[config.mk]
export PLATFORM = sky130hd
export DESIGN_NAME = immgen_stage_flat
export DESIGN_NICKNAME = d
export VERILOG_FILES = /design/src/rtl/immgen_stage_if.sv /design/src/rtl/immgen_stage.sv /design/src/flat_wrapper.sv
export SDC_FILE = /design/constraint.sdc
export NUM_CORES = 1
export LEC_CHECK = 0
export BUFFER_PORTS_ARGS = -buffer_cell sky130_fd_sc_hd__buf_2
export CAP_MARGIN = 20
export CORE_MARGIN = 2
export CORE_UTILIZATION = 40
export DETAILED_ROUTE_END_ITERATION = 10
export PLACE_DENSITY = 0.63
export SKIP_CTS_REPAIR_TIMING = 1
export SLEW_MARGIN = 10
export SYNTH_ARGS = -nofsm -noshare
export SYNTH_HDL_FRONTEND = slang
export SYNTH_SLANG_ARGS = --single-unit
export TNS_END_PERCENT = 1
[constraint.sdc]
create_clock -name clk -period 2.15 [get_ports clk]
set_input_delay 0.5375 -clock clk [delete_from_list [all_inputs] [get_ports clk]]
set_output_delay 0.5375 -clock clk [all_outputs]
set_load 0.05 [all_outputs]
[src/rtl/immgen_stage_if.sv]
// rtl/immgen_stage_if.sv - instruction in / decoded immediate out handshake bundle
interface immgen_stage_if #(
  parameter int XLEN = 32
);
  logic            in_valid;
  logic            in_ready;
  logic [31:0]     in_instr;
  logic [XLEN-1:0] in_pc;
  logic            out_valid;
  logic            out_ready;
  logic [31:0]     out_instr;
  logic [XLEN-1:0] out_pc;
  logic [XLEN-1:0] out_imm;
  logic [2:0]      out_fmt;
  logic            out_illegal;

  modport master (
    output in_valid, in_instr, in_pc, out_ready,
    input  in_ready, out_valid, out_instr, out_pc, out_imm, out_fmt, out_illegal
  );

  modport slave (
    input  in_valid, in_instr, in_pc, out_ready,
    output in_ready, out_valid, out_instr, out_pc, out_imm, out_fmt, out_illegal
  );
endinterface

[src/rtl/immgen_stage.sv]
// rtl/immgen_stage.sv - registered RV32I immediate generator with 2-entry skid buffer
module immgen_stage #(
  parameter int XLEN      = 32,
  parameter bit ILLEGAL_Z = 1'b1
) (
  input  logic          clk,
  input  logic          reset,
  immgen_stage_if.slave bus
);

  localparam logic [2:0] FMT_R   = 3'd0;
  localparam logic [2:0] FMT_I   = 3'd1;
  localparam logic [2:0] FMT_S   = 3'd2;
  localparam logic [2:0] FMT_B   = 3'd3;
  localparam logic [2:0] FMT_U   = 3'd4;
  localparam logic [2:0] FMT_J   = 3'd5;
  localparam logic [2:0] FMT_ILL = 3'd7;

  typedef enum logic [1:0] {
    EMPTY = 2'b00,
    ONE   = 2'b10,
    FULL  = 2'b11
  } state_t;

  state_t state;

  logic [31:0]        ins;
  logic [6:0]         opc;
  logic signed [31:0] imm_i;
  logic signed [31:0] imm32;
  logic [XLEN-1:0]    dec_imm;
  logic [2:0]         dec_fmt;
  logic               dec_ill;
  logic               accept;

  logic [31:0]     m_instr, k_instr;
  logic [XLEN-1:0] m_pc, k_pc;
  logic [XLEN-1:0] m_imm, k_imm;
  logic [2:0]      m_fmt, k_fmt;
  logic            m_ill, k_ill;

  assign ins   = bus.in_instr;
  assign opc   = ins[6:0];
  assign imm_i = {{20{ins[31]}}, ins[31:20]};

  always_comb begin
    dec_fmt = FMT_ILL;
    dec_ill = 1'b1;
    imm32   = ILLEGAL_Z ? 32'sd0 : imm_i;
    case (opc)
      7'b0110011: begin
        dec_fmt = FMT_R; dec_ill = 1'b0; imm32 = 32'sd0;
      end
      7'b0010011, 7'b0000011, 7'b1100111, 7'b0001111, 7'b1110011: begin
        dec_fmt = FMT_I; dec_ill = 1'b0; imm32 = imm_i;
      end
      7'b0100011: begin
        dec_fmt = FMT_S; dec_ill = 1'b0;
        imm32 = {{20{ins[31]}}, ins[31:25], ins[11:7]};
      end
      7'b1100011: begin
        dec_fmt = FMT_B; dec_ill = 1'b0;
        imm32 = {{20{ins[31]}}, ins[7], ins[30:25], ins[11:8], 1'b0};
      end
      7'b0110111, 7'b0010111: begin
        dec_fmt = FMT_U; dec_ill = 1'b0;
        imm32 = {ins[31:12], 12'b0};
      end
      7'b1101111: begin
        dec_fmt = FMT_J; dec_ill = 1'b0;
        imm32 = {{12{ins[31]}}, ins[19:12], ins[20], ins[30:21], 1'b0};
      end
      default: ;
    endcase
  end

  // Signed cast widens from bit 31, which also gives the U-type extension at XLEN=64.
  assign dec_imm = XLEN'(imm32);

  assign bus.in_ready    = (state != FULL) && !reset;
  assign accept          = bus.in_valid && bus.in_ready;
  assign bus.out_valid   = state[1];
  assign bus.out_instr   = m_instr;
  assign bus.out_pc      = m_pc;
  assign bus.out_imm     = m_imm;
  assign bus.out_fmt     = m_fmt;
  assign bus.out_illegal = m_ill;

  // Data registers only load on an accept or a skid drain, never on idle cycles.
  always_ff @(posedge clk) begin
    if (reset) begin
      state   <= EMPTY;
      m_instr <= '0; m_pc <= '0; m_imm <= '0; m_fmt <= '0; m_ill <= 1'b0;
      k_instr <= '0; k_pc <= '0; k_imm <= '0; k_fmt <= '0; k_ill <= 1'b0;
    end else begin
      case (state)
        EMPTY: begin
          if (accept) begin
            m_instr <= ins; m_pc <= bus.in_pc; m_imm <= dec_imm;
            m_fmt <= dec_fmt; m_ill <= dec_ill;
            state <= ONE;
          end
        end
        ONE: begin
          if (bus.out_ready) begin
            if (accept) begin
              m_instr <= ins; m_pc <= bus.in_pc; m_imm <= dec_imm;
              m_fmt <= dec_fmt; m_ill <= dec_ill;
            end else begin
              state <= EMPTY;
            end
          end else if (accept) begin
            k_instr <= ins; k_pc <= bus.in_pc; k_imm <= dec_imm;
            k_fmt <= dec_fmt; k_ill <= dec_ill;
            state <= FULL;
          end
        end
        FULL: begin
          if (bus.out_ready) begin
            m_instr <= k_instr; m_pc <= k_pc; m_imm <= k_imm;
            m_fmt <= k_fmt; m_ill <= k_ill;
            state <= ONE;
          end
        end
        default: state <= EMPTY;
      endcase
    end
  end

endmodule

[src/flat_wrapper.sv]
// flat-port wrapper written by rule: the top's interface ports become plain ports
module immgen_stage_flat 
#(
  parameter int XLEN      = 32,
  parameter bit ILLEGAL_Z = 1'b1
)
  (clk, reset, bus_in_valid, bus_in_instr, bus_in_pc, bus_out_ready, bus_in_ready, bus_out_valid, bus_out_instr, bus_out_pc, bus_out_imm, bus_out_fmt, bus_out_illegal);
  immgen_stage_if #(.XLEN(XLEN)) bus_i ();
  input  logic clk;
  input  logic reset;
  input wire logic [$bits(bus_i.in_valid)-1:0] bus_in_valid;
  input wire logic [$bits(bus_i.in_instr)-1:0] bus_in_instr;
  input wire logic [$bits(bus_i.in_pc)-1:0] bus_in_pc;
  input wire logic [$bits(bus_i.out_ready)-1:0] bus_out_ready;
  output wire logic [$bits(bus_i.in_ready)-1:0] bus_in_ready;
  output wire logic [$bits(bus_i.out_valid)-1:0] bus_out_valid;
  output wire logic [$bits(bus_i.out_instr)-1:0] bus_out_instr;
  output wire logic [$bits(bus_i.out_pc)-1:0] bus_out_pc;
  output wire logic [$bits(bus_i.out_imm)-1:0] bus_out_imm;
  output wire logic [$bits(bus_i.out_fmt)-1:0] bus_out_fmt;
  output wire logic [$bits(bus_i.out_illegal)-1:0] bus_out_illegal;
  assign bus_i.in_valid = bus_in_valid;
  assign bus_i.in_instr = bus_in_instr;
  assign bus_i.in_pc = bus_in_pc;
  assign bus_i.out_ready = bus_out_ready;
  assign bus_in_ready = bus_i.in_ready;
  assign bus_out_valid = bus_i.out_valid;
  assign bus_out_instr = bus_i.out_instr;
  assign bus_out_pc = bus_i.out_pc;
  assign bus_out_imm = bus_i.out_imm;
  assign bus_out_fmt = bus_i.out_fmt;
  assign bus_out_illegal = bus_i.out_illegal;
  immgen_stage #(.XLEN(XLEN), .ILLEGAL_Z(ILLEGAL_Z)) u_core (.clk(clk), .reset(reset), .bus(bus_i));
endmodule
[Word level (Yosys, flattened, before mapping)]
Index checks and enable logic that the tools add are counted.
Word-level totals
  bits in registers: 202
  input bits: 68
  output and inout port bits: 102
  word-level logic and storage cells: 71
Cells by class
  eq/ne operators: 19
  muxes and demuxes: 29
  bitwise operators: 1
  reductions and logical operators: 11
Operators by type and width (number)
  32-bit 2-to-1 mux: 9
  32-bit one-hot mux with 3 select lines: 3
  32-bit one-hot mux with 5 select lines: 1
  7-bit == test, second input constant: 4
  7-bit by 6-bit == test with 1-bit output, second input constant: 3
  3-bit one-hot mux with 6 select lines: 1
  7-bit by 5-bit == test with 1-bit output, second input constant: 2
  11-bit OR reduction: 1
  2-bit 2-to-1 mux: 5
  3-bit 2-to-1 mux: 3
  3-bit one-hot mux with 3 select lines: 1
  7-bit by 2-bit == test with 1-bit output, second input constant: 1
  7-bit by 4-bit == test with 1-bit output, second input constant: 1
  2-bit != test, second input constant: 3
  2-bit one-hot mux with 3 select lines: 1
  3-bit AND reduction: 2
  5-bit OR reduction: 1
  2-bit == test, second input constant: 2
  1-bit 2-to-1 mux: 4
  4-bit AND reduction: 1
  3-bit by 2-bit != test with 1-bit output, second input constant: 1
  3-bit != test, second input constant: 1
  1-bit one-hot mux with 3 select lines: 1
  3-bit nonzero test: 1
  6 further kinds: 7

[Logic depth before layout (Yosys ltp)]
Gate-level depths: netlist (run 1).
  depth in word-level cells: 6
  depth in mapped cells: 9
  mapped depth without buffers: 7

[Least setup slack after synthesis (run 1)]
Ideal clock, no wire load.
  path kind: flip-flop to output port
  from: register u_core.state[1]
  to: output bus_in_ready
  arrival time: 2052 ps
  required time: 1612 ps
  slack: -439 ps
  stages on the path, launching flop included: 6
  buffers on the path: 3
  path through: dfxtp_1 > ha_1 > buf_2 > clkbuf_1 > clkbuf_1 > nor2_1
Between the ends
  longest elaborated chain between the ends: 2
Ends and longest elaborated chain
  start: declaration: RTL line immgen_stage.sv:25  | state_t state;
  start signal: assignment: RTL line immgen_stage.sv:92  | state <= EMPTY;
  start signal: assignment: RTL line immgen_stage.sv:101  | state <= ONE;
  start signal: assignment: RTL line immgen_stage.sv:110  | state <= EMPTY;
  2-bit != test: RTL line immgen_stage.sv:80  | assign bus.in_ready = (state != FULL) && !reset;
  1-bit logical AND: RTL line immgen_stage.sv:80
  end: declaration: RTL line flat_wrapper.sv:15  | output wire logic [$bits(bus_i.in_ready)-1:0] bus_in_ready;
No other way between the ends.

[Final worst setup path (run 1)]
Same ends and word-level chain as after synthesis.

==> results.md, run 1 <==
- Layout net count: roughly 1200
- Final Cell Area: roughly 11000 sq um
- Ports: 170
- Final Hold Vio Count: 0
- CORE AREA: roughly 22000 sq um
- Via-per-instance ratio: 5.25
- Worst reg-to-reg setup slack: around 0.09 ns
- RSZ-0062 raised after global routing: true
- WL met2: 10.2 mm
- Worst min path class: in -> reg
- WL met1: about 11 mm
- Pleak: roughly 4.1 nW
- GRT Resource Usage Total: approximately a fifth
- Root buf cell: clkbuf_16
- Vias in the first global route: between 7000 and 8000
- Cell Pwr Density: roughly 1200 nW/um^2
- Clk_lat worst skew: 0.51 ns
- Hpwl dp: about 15 mm
- Synth warn: 0
- Worst vdd ir: between 0.7 and 0.8 mV
- Mapped cell area: roughly 9000 sq um
- CTS H-tree lvls: 1
- Fin crit period: approximately 2.1 ns
- Async S/R FF share, synth: 0%
- Worst slew pin tran: 0.762 ns
- Die X: roughly 150 um
- Gr ovfl total: 0
- Rows: 54
- Wire length on met3: between 1 and 1.5 mm
- Post-Route WL: ~23 mm
- Setup CP Type: reg -> out
- Sequential-to-total area share from yosys stat: a little under half
- DRC: 0
- Detail Route Antenna Nets: 0
- Layout Skew: roughly 0.013 ns
- Run status: finished clean
- Pins over their slew limit: 0
- Slowest CP cell: dfxtp_4
- Synth Instances: just under 1000
- Antenna fix cells: 0
- Tcrit/Tclk final: 99.4%
- Post-synth top cells: dfxtp_1 (202), nand2_1 (166), nor2_1 (111)
- CP Max Fanout: 11
- Slowest stage delay, CP: between 0.3 and 0.4 ns
- Crit path cell chain: ha_4, buf_4, nor2_4, clkbuf_4
- Final core occ: between 50% and 60%
- CTS Buf Count: 24
- Number of DRC markers in iteration 0: roughly 440
- Synth top area share: a little under half
- Starting Density: between 40 and 50%
- Fillcell total: 2059
- Gpl congestion: 0.804
- Syn Area/Cell: 8.99 sq um
- Via count: approximately 7600
- Top FF cell, synth: dfxtp_1
- EDFF count, synth: 0
- I/O Buffers: approximately 170
- Synth cell types: 50
- Die area: 23400 sq um
- First drt pass iteration count: 5
- Initial antenna violation count: 0
- Die height: between 150 and 200 um
- Placed cell area: 10200 sq um
- CP required: about 1.6 ns
- Mapped Nets: 1061
- Maximum clock frequency: between 400 and 500 MHz
- Count leader, synth: dfxtp_1
- Pin count of the biggest net entering global routing: 73
- Setup-failing EPs final: 0
- First-pass GRT wire length: 37.4 mm
- Area leader, netlist: dfxtp_1
- Clk buf depth: 3
- Synth Register Bits: ~200
- Critical Path AT: 1.60 ns
- CTS tree: done
- Share of layout cells above drive strength 1: between 20 and 30%
- CP endpoint kind: output pin
- Clock transition at the registers of the reported paths: 0.06 ns
- Max-Cap Viols: 0
- Hold_ws: roughly 0.27 ns
- P&R area growth vs syn: 24.1%
- WL/cell: around 16 um
- Top Metal Used: met4
- Total power: 13.7 mW
- Critical path startpoint category: flop
- Clk sinks: approximately 200
- Rel. slew slack: 49.2%
- Area contributors post-synth: dfxtp_1 (45%), a211oi_2 (8.7%), mux2i_1 (7.3%)
==> layer usage <==
layer / track usage [%] / vias to the layer above
met5: 0 / -
met3: 4.05 / 35
met1: 26.4 / 3539
li1: - / 3827
met2: 30.0 / 194
met4: 4.41 / 0
==> logic make-up after synthesis <==
logic type / count (synthesis) / share of synthesized area, %
AO/OA/AOI/OAI: 262 / 23.2
adder cells (fa/ha/maj): 4 / 0.563
buffers and inverters: 94 / 5.28
multiplexers: 67 / 7.57
AND/OR/NAND/NOR: 359 / 17.8
XOR/XNOR: 1 / 0.0985
flip-flops: 202 / 45.5
==> final timing paths <==
kind,startpoint,end,cells after the start
worst max-delay path,u_core.state[1],bus_in_ready,4
worst min-delay path,bus_in_pc[4],u_core.k_pc[4],3
worst max register to register,u_core.state[1],u_core.bus.out_pc[13],6
worst min register to register,u_core.k_instr[31],u_core.k_instr[31],2
==> layout make-up <==
type,instances,area [sq um],share of cell area [%]
tap,280,350,3.18
inverter,7,26.3,0.238
clock buffer,33,726,6.58
multi-input combinational,693,4420,40.0
clock inverter,11,93.8,0.851
timing repair buffer,220,1370,12.4
sequential,202,4050,36.7
==> registers in the layout (all words and copies together) (netlist names) <==
| signal | cells |
|---|---|
| u_core.bus.out_fmt | 3 |
| u_core.bus.out_pc | 32 |
| u_core.k_pc | 32 |
| u_core.bus.out_imm | 32 |
| u_core.bus.out_instr | 32 |
| u_core.k_fmt | 3 |
| u_core.bus.out_illegal | 1 |
| u_core.k_ill | 1 |
| u_core.state | 2 |
| u_core.k_imm | 32 |
| u_core.k_instr | 32 |
==> metrics by stage <==
step	setup TNS [ns]	worst slack, ns	cells
detailed placement	-0.641	-0.0472	1402
CTS	-0.0427	-0.0427	1446
global placement	-0.605	-0.0652	1402
global route	-0.105	-0.0447	1446
floorplan	0	0.0436	989
finish	0	0.0128	1446
==> cell usage in the layout (no fill, tap or decap), types with 3 or more instances in the layout <==
master      count
a22o_1          6
a211oi_1       53
clkinv_2        5
inv_1           7
nand3_1         3
clkbuf_8        8
nor3_1         23
a211oi_2       62
clkinvlp_4      4
dfxtp_1       201
nor3b_1         4
nand3b_1       25
and3_1          3
a221oi_1       10
clkbuf_16      25
nor2_1        110
ha_1            3
nand2b_1        5
nand2_1       165
buf_2         167
buf_4          39
nor2b_1         5
mux2i_1        65
buf_12         10
a21oi_1        75
o21ai_1         5
o21ai_0        28
a32oi_1         6
==> worst max-delay path, delay by kind of cell (launching register included) <==
family                     cells  cell delay, ns
buffers and inverters          2            0.44
DFF                            1            0.36
adders and majority gates      1            0.19
and+or+nand+nor                1            0.11
==> power by group <==
| part | switching, mW | leakage, nW | total, mW | internal [mW] |
|---|---|---|---|---|
| logic | 3.51 | 2.04 | 4.95 | 1.45 |
| clock network | 1.63 | 0.398 | 4.11 | 2.48 |
| registers | 0.308 | 1.65 | 4.65 | 4.34 |
Note: power is estimated with default switching activity, not from simulation.
==> run 2: changes to the inputs <==
- CELL_PAD_IN_SITES_DETAIL_PLACEMENT: unset -> 1
- CELL_PAD_IN_SITES_GLOBAL_PLACEMENT: unset -> 1
- CORE_ASPECT_RATIO: unset -> 1.5
- PLACE_DENSITY: 0.63 -> 0.79
==> results.md, run 2 (same netlist as run 1, synthesis figures left out) <==
- Run status: finished clean
- WL/cell: between 15 and 20 um
- Rel. slew slack: 31.6%
- DRC: 0
- Slowest CP cell: dfxtp_4
- CP Max Fanout: 19
- Clock Power Share: between 20 and 30%
- Total power: between 10 and 15 mW
- First-pass GRT wire length: between 40 and 50 mm
- Ports: between 150 and 200
- Gpl congestion: between 0.8 and 0.9
- Hold_sp: bus_in_pc[23]
- Worst min path class: in -> reg
- Antenna fix cells: 0
- Final Cell Area: 11000 sq um
- Post-Route WL: roughly 26 mm
- Pins over their slew limit: 0
- Fin crit period: about 2.1 ns
- Critical Path AT: 1.60 ns
- Initial antenna violation count: 0
- Sequential share of power: between 30% and 40%
- Detail Route Antenna Nets: 0
- Worst hold path depth: 3
- Pleak: 4.04 nW
- GRT Resource Usage Total: approximately a fifth
- GR Layer Usage met2: 40.3%
- Via count: a little under 8000
- Cell count of the worst reg-to-reg path: 7
- CTS Buf Count: 21
- Maximum clock frequency: 468 MHz
- Starting Density: 40.8%
- Layout Skew: between 0.009 and 0.01 ns
- I/O Buffers: about 170
- Critical path startpoint category: flop
- Tcrit/Tclk final: slightly below 100%
- CTS tree: done
- Final core occ: around half
- RSZ-0062 raised after global routing: true
- CP endpoint kind: output pin
- Die area: 23500 sq um
- Setup-failing EPs final: 0
- Psw: around 5.4 mW
- Root buf cell: clkbuf_16
- Gr ovfl total: 0
- Pin count of the biggest net entering global routing: 120
- Worst reg-to-reg setup slack: 0.03 ns
- Share of layout cells above drive strength 1: between 20 and 30%
- Switching share of total power: between 40% and 50%
- Final worst slack: roughly 0.014 ns
- Placement Setup Slack: -0.0733 ns
- Hpwl dp: 17.0 mm
- Slowest stage delay, CP: between 0.3 and 0.4 ns
- Setup CP Type: reg -> out
- Met1 global-route usage: between 20% and 30%
- Rows: 66
- Max-Cap Viols: 0
- Clk_lat worst skew: ~0.49 ns
- Cell Int Power: 7.85 mW
- Worst vdd ir: between 0.6 and 0.7 mV
- Cell Pwr Density: ~1200 nW/um^2
- Hold_ws: 0.298 ns
- End of the worst register-to-register path: u_core.bus.out_imm[5]
- First drt pass iteration count: 4
- Clock transition at the registers of the reported paths: roughly 0.060 ns
- Die X: approximately 130 um
- Die height: between 150 and 200 um
- CTS H-tree lvls: 1
- Via-per-instance ratio: between 5 and 6
- Placed cell area: ~10000 sq um
- M3 GR Usage: 4.24%
- P&R area growth vs syn: 23.2%
- CORE AREA: 21800 sq um
- Worst slew pin tran: around 1.0 ns
- Vias in the first global route: between 8000 and 9000
- Hold worst-path end: u_core.k_pc[23]
- Crit path cell chain: ha_4, buf_6, nor2_4, buf_2
- Worst r2r src: u_core.state[1]
- Commonest cells after routing, fill and taps aside: dfxtp_1 (201), buf_2 (168), nand2_1 (164)
- Number of DRC markers in iteration 0: 347
- GRT Max-Usage Layer: met2
- Layout net count: 1221
- Clk sinks: roughly 200
- Clk buf depth: 3
- CP required: between 1.5 and 2 ns
- Commonest non-fill, non-tap cell in the layout: dfxtp_1
- Comb power frac: between 30% and 40%
- Final Hold Vio Count: 0
## run 2: layout make-up
type | instances | area, sq um
fillers | 2577 | 10800
repair buffers | 223 | 1490
clock buffers | 27 | 588
multi-input cells | 694 | 4440
inverters | 7 | 26.3
flip-flops and latches | 202 | 4050
clock inverters | 6 | 35.0
well taps | 272 | 340
## run 2: worst max-delay path: cells and delay by family (launching register included)
family | cells | cell delay, ns
adder cells (fa/ha/maj) | 1 | 0.18
buffers and inverters | 2 | 0.45
AND/OR/NAND/NOR | 1 | 0.11
flip-flops | 1 | 0.37
## run 2: power by group through the flow
stage | sequential [mW] | combinational (mW) | clock, mW
finish | 4.66 | 5.22 | 3.37
global placement | 4.71 | 4.96 | 0
global route | 4.73 | 5.56 | 3.63
CTS | 4.66 | 5.11 | 3.47
floorplan | 6.43 | 2.08 | 0
detailed placement | 4.74 | 5.08 | 0
## run 2: stage by stage
step	instances	TNS, ns
6_report	1431	0
5_1_grt	1431	-0.208
4_1_cts	1424	-0.0887
3_5_place_dp	1391	-1.08
3_3_place_gp	1391	-0.267
2_1_floorplan	989	0
## run 2: layer usage
metal / share of wire (%) / routed length [um]
met1: 40 / 10500
met3: 4.7 / 1220
met2: 53 / 13900
met5: 0 / 0
met4: 1.5 / 400
## run 2: worst max-delay path by stage
| stage | slack (ns) | cells after the start | startpoint | endpoint |
|---|---|---|---|---|
| 2_1_floorplan | 0.04 | 6 | u_core.state[1] | u_core.state[1] |
| 4_1_cts | -0.09 | 4 | u_core.state[1] | bus_in_ready |
| 6_report | 0.01 | 4 | u_core.state[1] | bus_in_ready |
| 3_5_place_dp | -0.07 | 6 | reset | u_core.state[1] |
| 5_1_grt | -0.04 | 4 | u_core.state[1] | bus_in_ready |
| 3_3_place_gp | -0.04 | 7 | reset | u_core.bus.out_imm[24] |
==> run 3: changes to the inputs <==
- CELL_PAD_IN_SITES_DETAIL_PLACEMENT: 1 -> 0
- CORE_UTILIZATION: 40 -> 42
- PLACE_DENSITY: 0.79 -> 0.82
- SETUP_SLACK_MARGIN: unset -> 0.3
==> results.md, run 3 (same netlist as run 1, synthesis figures left out) <==
- Slowest stage delay, CP: approximately 0.50 ns
- Total power: around 14 mW
- First-pass GRT wire length: ~37 mm
- DRC: 0
- Antenna fix cells: 0
- Number of DRC markers in iteration 0: 350
- Fin crit period: a little over 2 ns
- CTS H-tree lvls: 1
- Gpl congestion: around 0.8
- Final Hold Vio Count: 0
- Pin count of the biggest net entering global routing: roughly 120
- Setup-failing EPs final: 0
- WL/cell: 17.0 um
- CP Max Fanout: 7
- Worst r2r src: u_core.state[1]
- Die height: 182 um
- Rel. slew slack: approximately 37%
- Worst Setup SP: u_core.state[1]
- Die X: approximately 120 um
- Setup CP Type: reg -> reg
- CTS tree: done
- Gr ovfl total: 0
- Initial antenna violation count: 0
- Starting Density: a little over two fifths
- First drt pass iteration count: 7
- Commonest non-fill, non-tap cell in the layout: dfxtp_1
- Clk_lat worst skew: approximately 0.50 ns
- Worst min path class: in -> reg
- Top delay family on crit path: simple AND/OR/NAND/NOR gates
- Maximum clock frequency: 482 MHz
- Ports: 170
- Die area: approximately 22000 sq um
- P&R area growth vs syn: 26.7%
- Pleak: 4.21 nW
- I/O Buffers: 169
- Clk sinks: a little over 200
- CP endpoint kind: flop
- Tcrit/Tclk final: between 90% and 100%
- Worst slew pin tran: roughly 0.94 ns
- Pins over their slew limit: 0
- Clock transition at the registers of the reported paths: 0.06 ns
- Hold_sp: bus_in_pc[8]
- CTS Buf Count: 21
- Hpwl dp: 15.2 mm
- Final core occ: 53.9%
- Commonest cells after routing, fill and taps aside: dfxtp_1 (200), buf_2 (167), nand2_1 (164)
- Via-per-instance ratio: 5.41
- Post-Route WL: 24.7 mm
- Clk buf depth: 3
- Worst vdd ir: around 0.6 mV
- Layout Skew: approximately 0.0082 ns
- Layout net count: between 1000 and 1500
- Cell Pwr Density: 1210 nW/um^2
- Vias in the first global route: around 7200
- Share of layout cells above drive strength 1: 30.5%
- Critical Path AT: between 2 and 2.5 ns
- Run status: finished clean
- CORE AREA: 20900 sq um
- Critical path startpoint category: flop
- GRT Resource Usage Total: 20.0%
- Final Cell Area: around 11000 sq um
- WP buf/inv: 2
- Max-Cap Viols: 0
- Via count: 7852
- Placed cell area: 10300 sq um
- CP required: 2.49 ns
- Rows: between 60 and 70
- Root buf cell: clkbuf_16
- Detail Route Antenna Nets: 0
- Slowest CP cell: or4b_4
- RSZ-0062 raised after global routing: true
- Crit path cell chain: ha_4, or4b_4, o2bb2a_4, buf_12, clkbuf_16, nand3b_1, o21ai_1, a211oi_1
run 3: cell count changes in the layout (fill, tap and decap cells not counted), sizes merged:
cell	delta
clkinv	+3
o2bb2a	-1
clkinvlp	-2
buf	+15
clkbuf	+8
inv	+1
run 3: metal layers:
metal	track usage, %	vias up	wire [um]
met3	4.19	38	1540
met4	6.21	0	546
li1	-	3863	-
met1	23.6	3766	10100
met2	35.6	185	12500
met5	0	-	0
run 3: metrics by stage:
step	hold slack [ns]	setup slack [ns]	std cells	TNS (ns)
floorplan	0.432	0.199	989	0
global placement	0.440	-0.0406	1397	-0.146
detailed placement	0.446	-0.0473	1397	-0.264
CTS	0.271	-0.224	1434	-0.224
global route	0.280	0.0269	1451	0
finish	0.289	0.0757	1451	0
run 3: final cells by class:
cell class	count	area (sq um)
fillers	1936	9640
multi-input cells	693	4450
flip-flops and latches	202	4050
repair buffers	244	1770
clock buffers	29	586
well taps	268	335
clock inverters	8	43.8
inverters	7	26.3
run 3: tightest hold or removal path, cell delays in order:
cell	delay (ns)
buf_2	0.10
nand2_1	0.05
a21oi_1	0.05
run 3: report_power, final:
part / total, mW / switching, mW / internal, mW
sequential: 4.66 / 0.319 / 4.34
clock: 3.38 / 1.47 / 1.91
combinational: 5.54 / 3.70 / 1.84
total: 13.6 / 5.49 / 8.09
run 3: path summary, 6_finish.rpt:
path | end | slack (ns) | depth (start not counted)
worst min register to register | u_core.k_instr[21] | 0.45 | 2
worst min-delay path | u_core.k_pc[8] | 0.29 | 3
worst max-delay path | u_core.bus.out_imm[14] | 0.08 | 8
worst max register to register | u_core.bus.out_imm[14] | 0.08 | 8
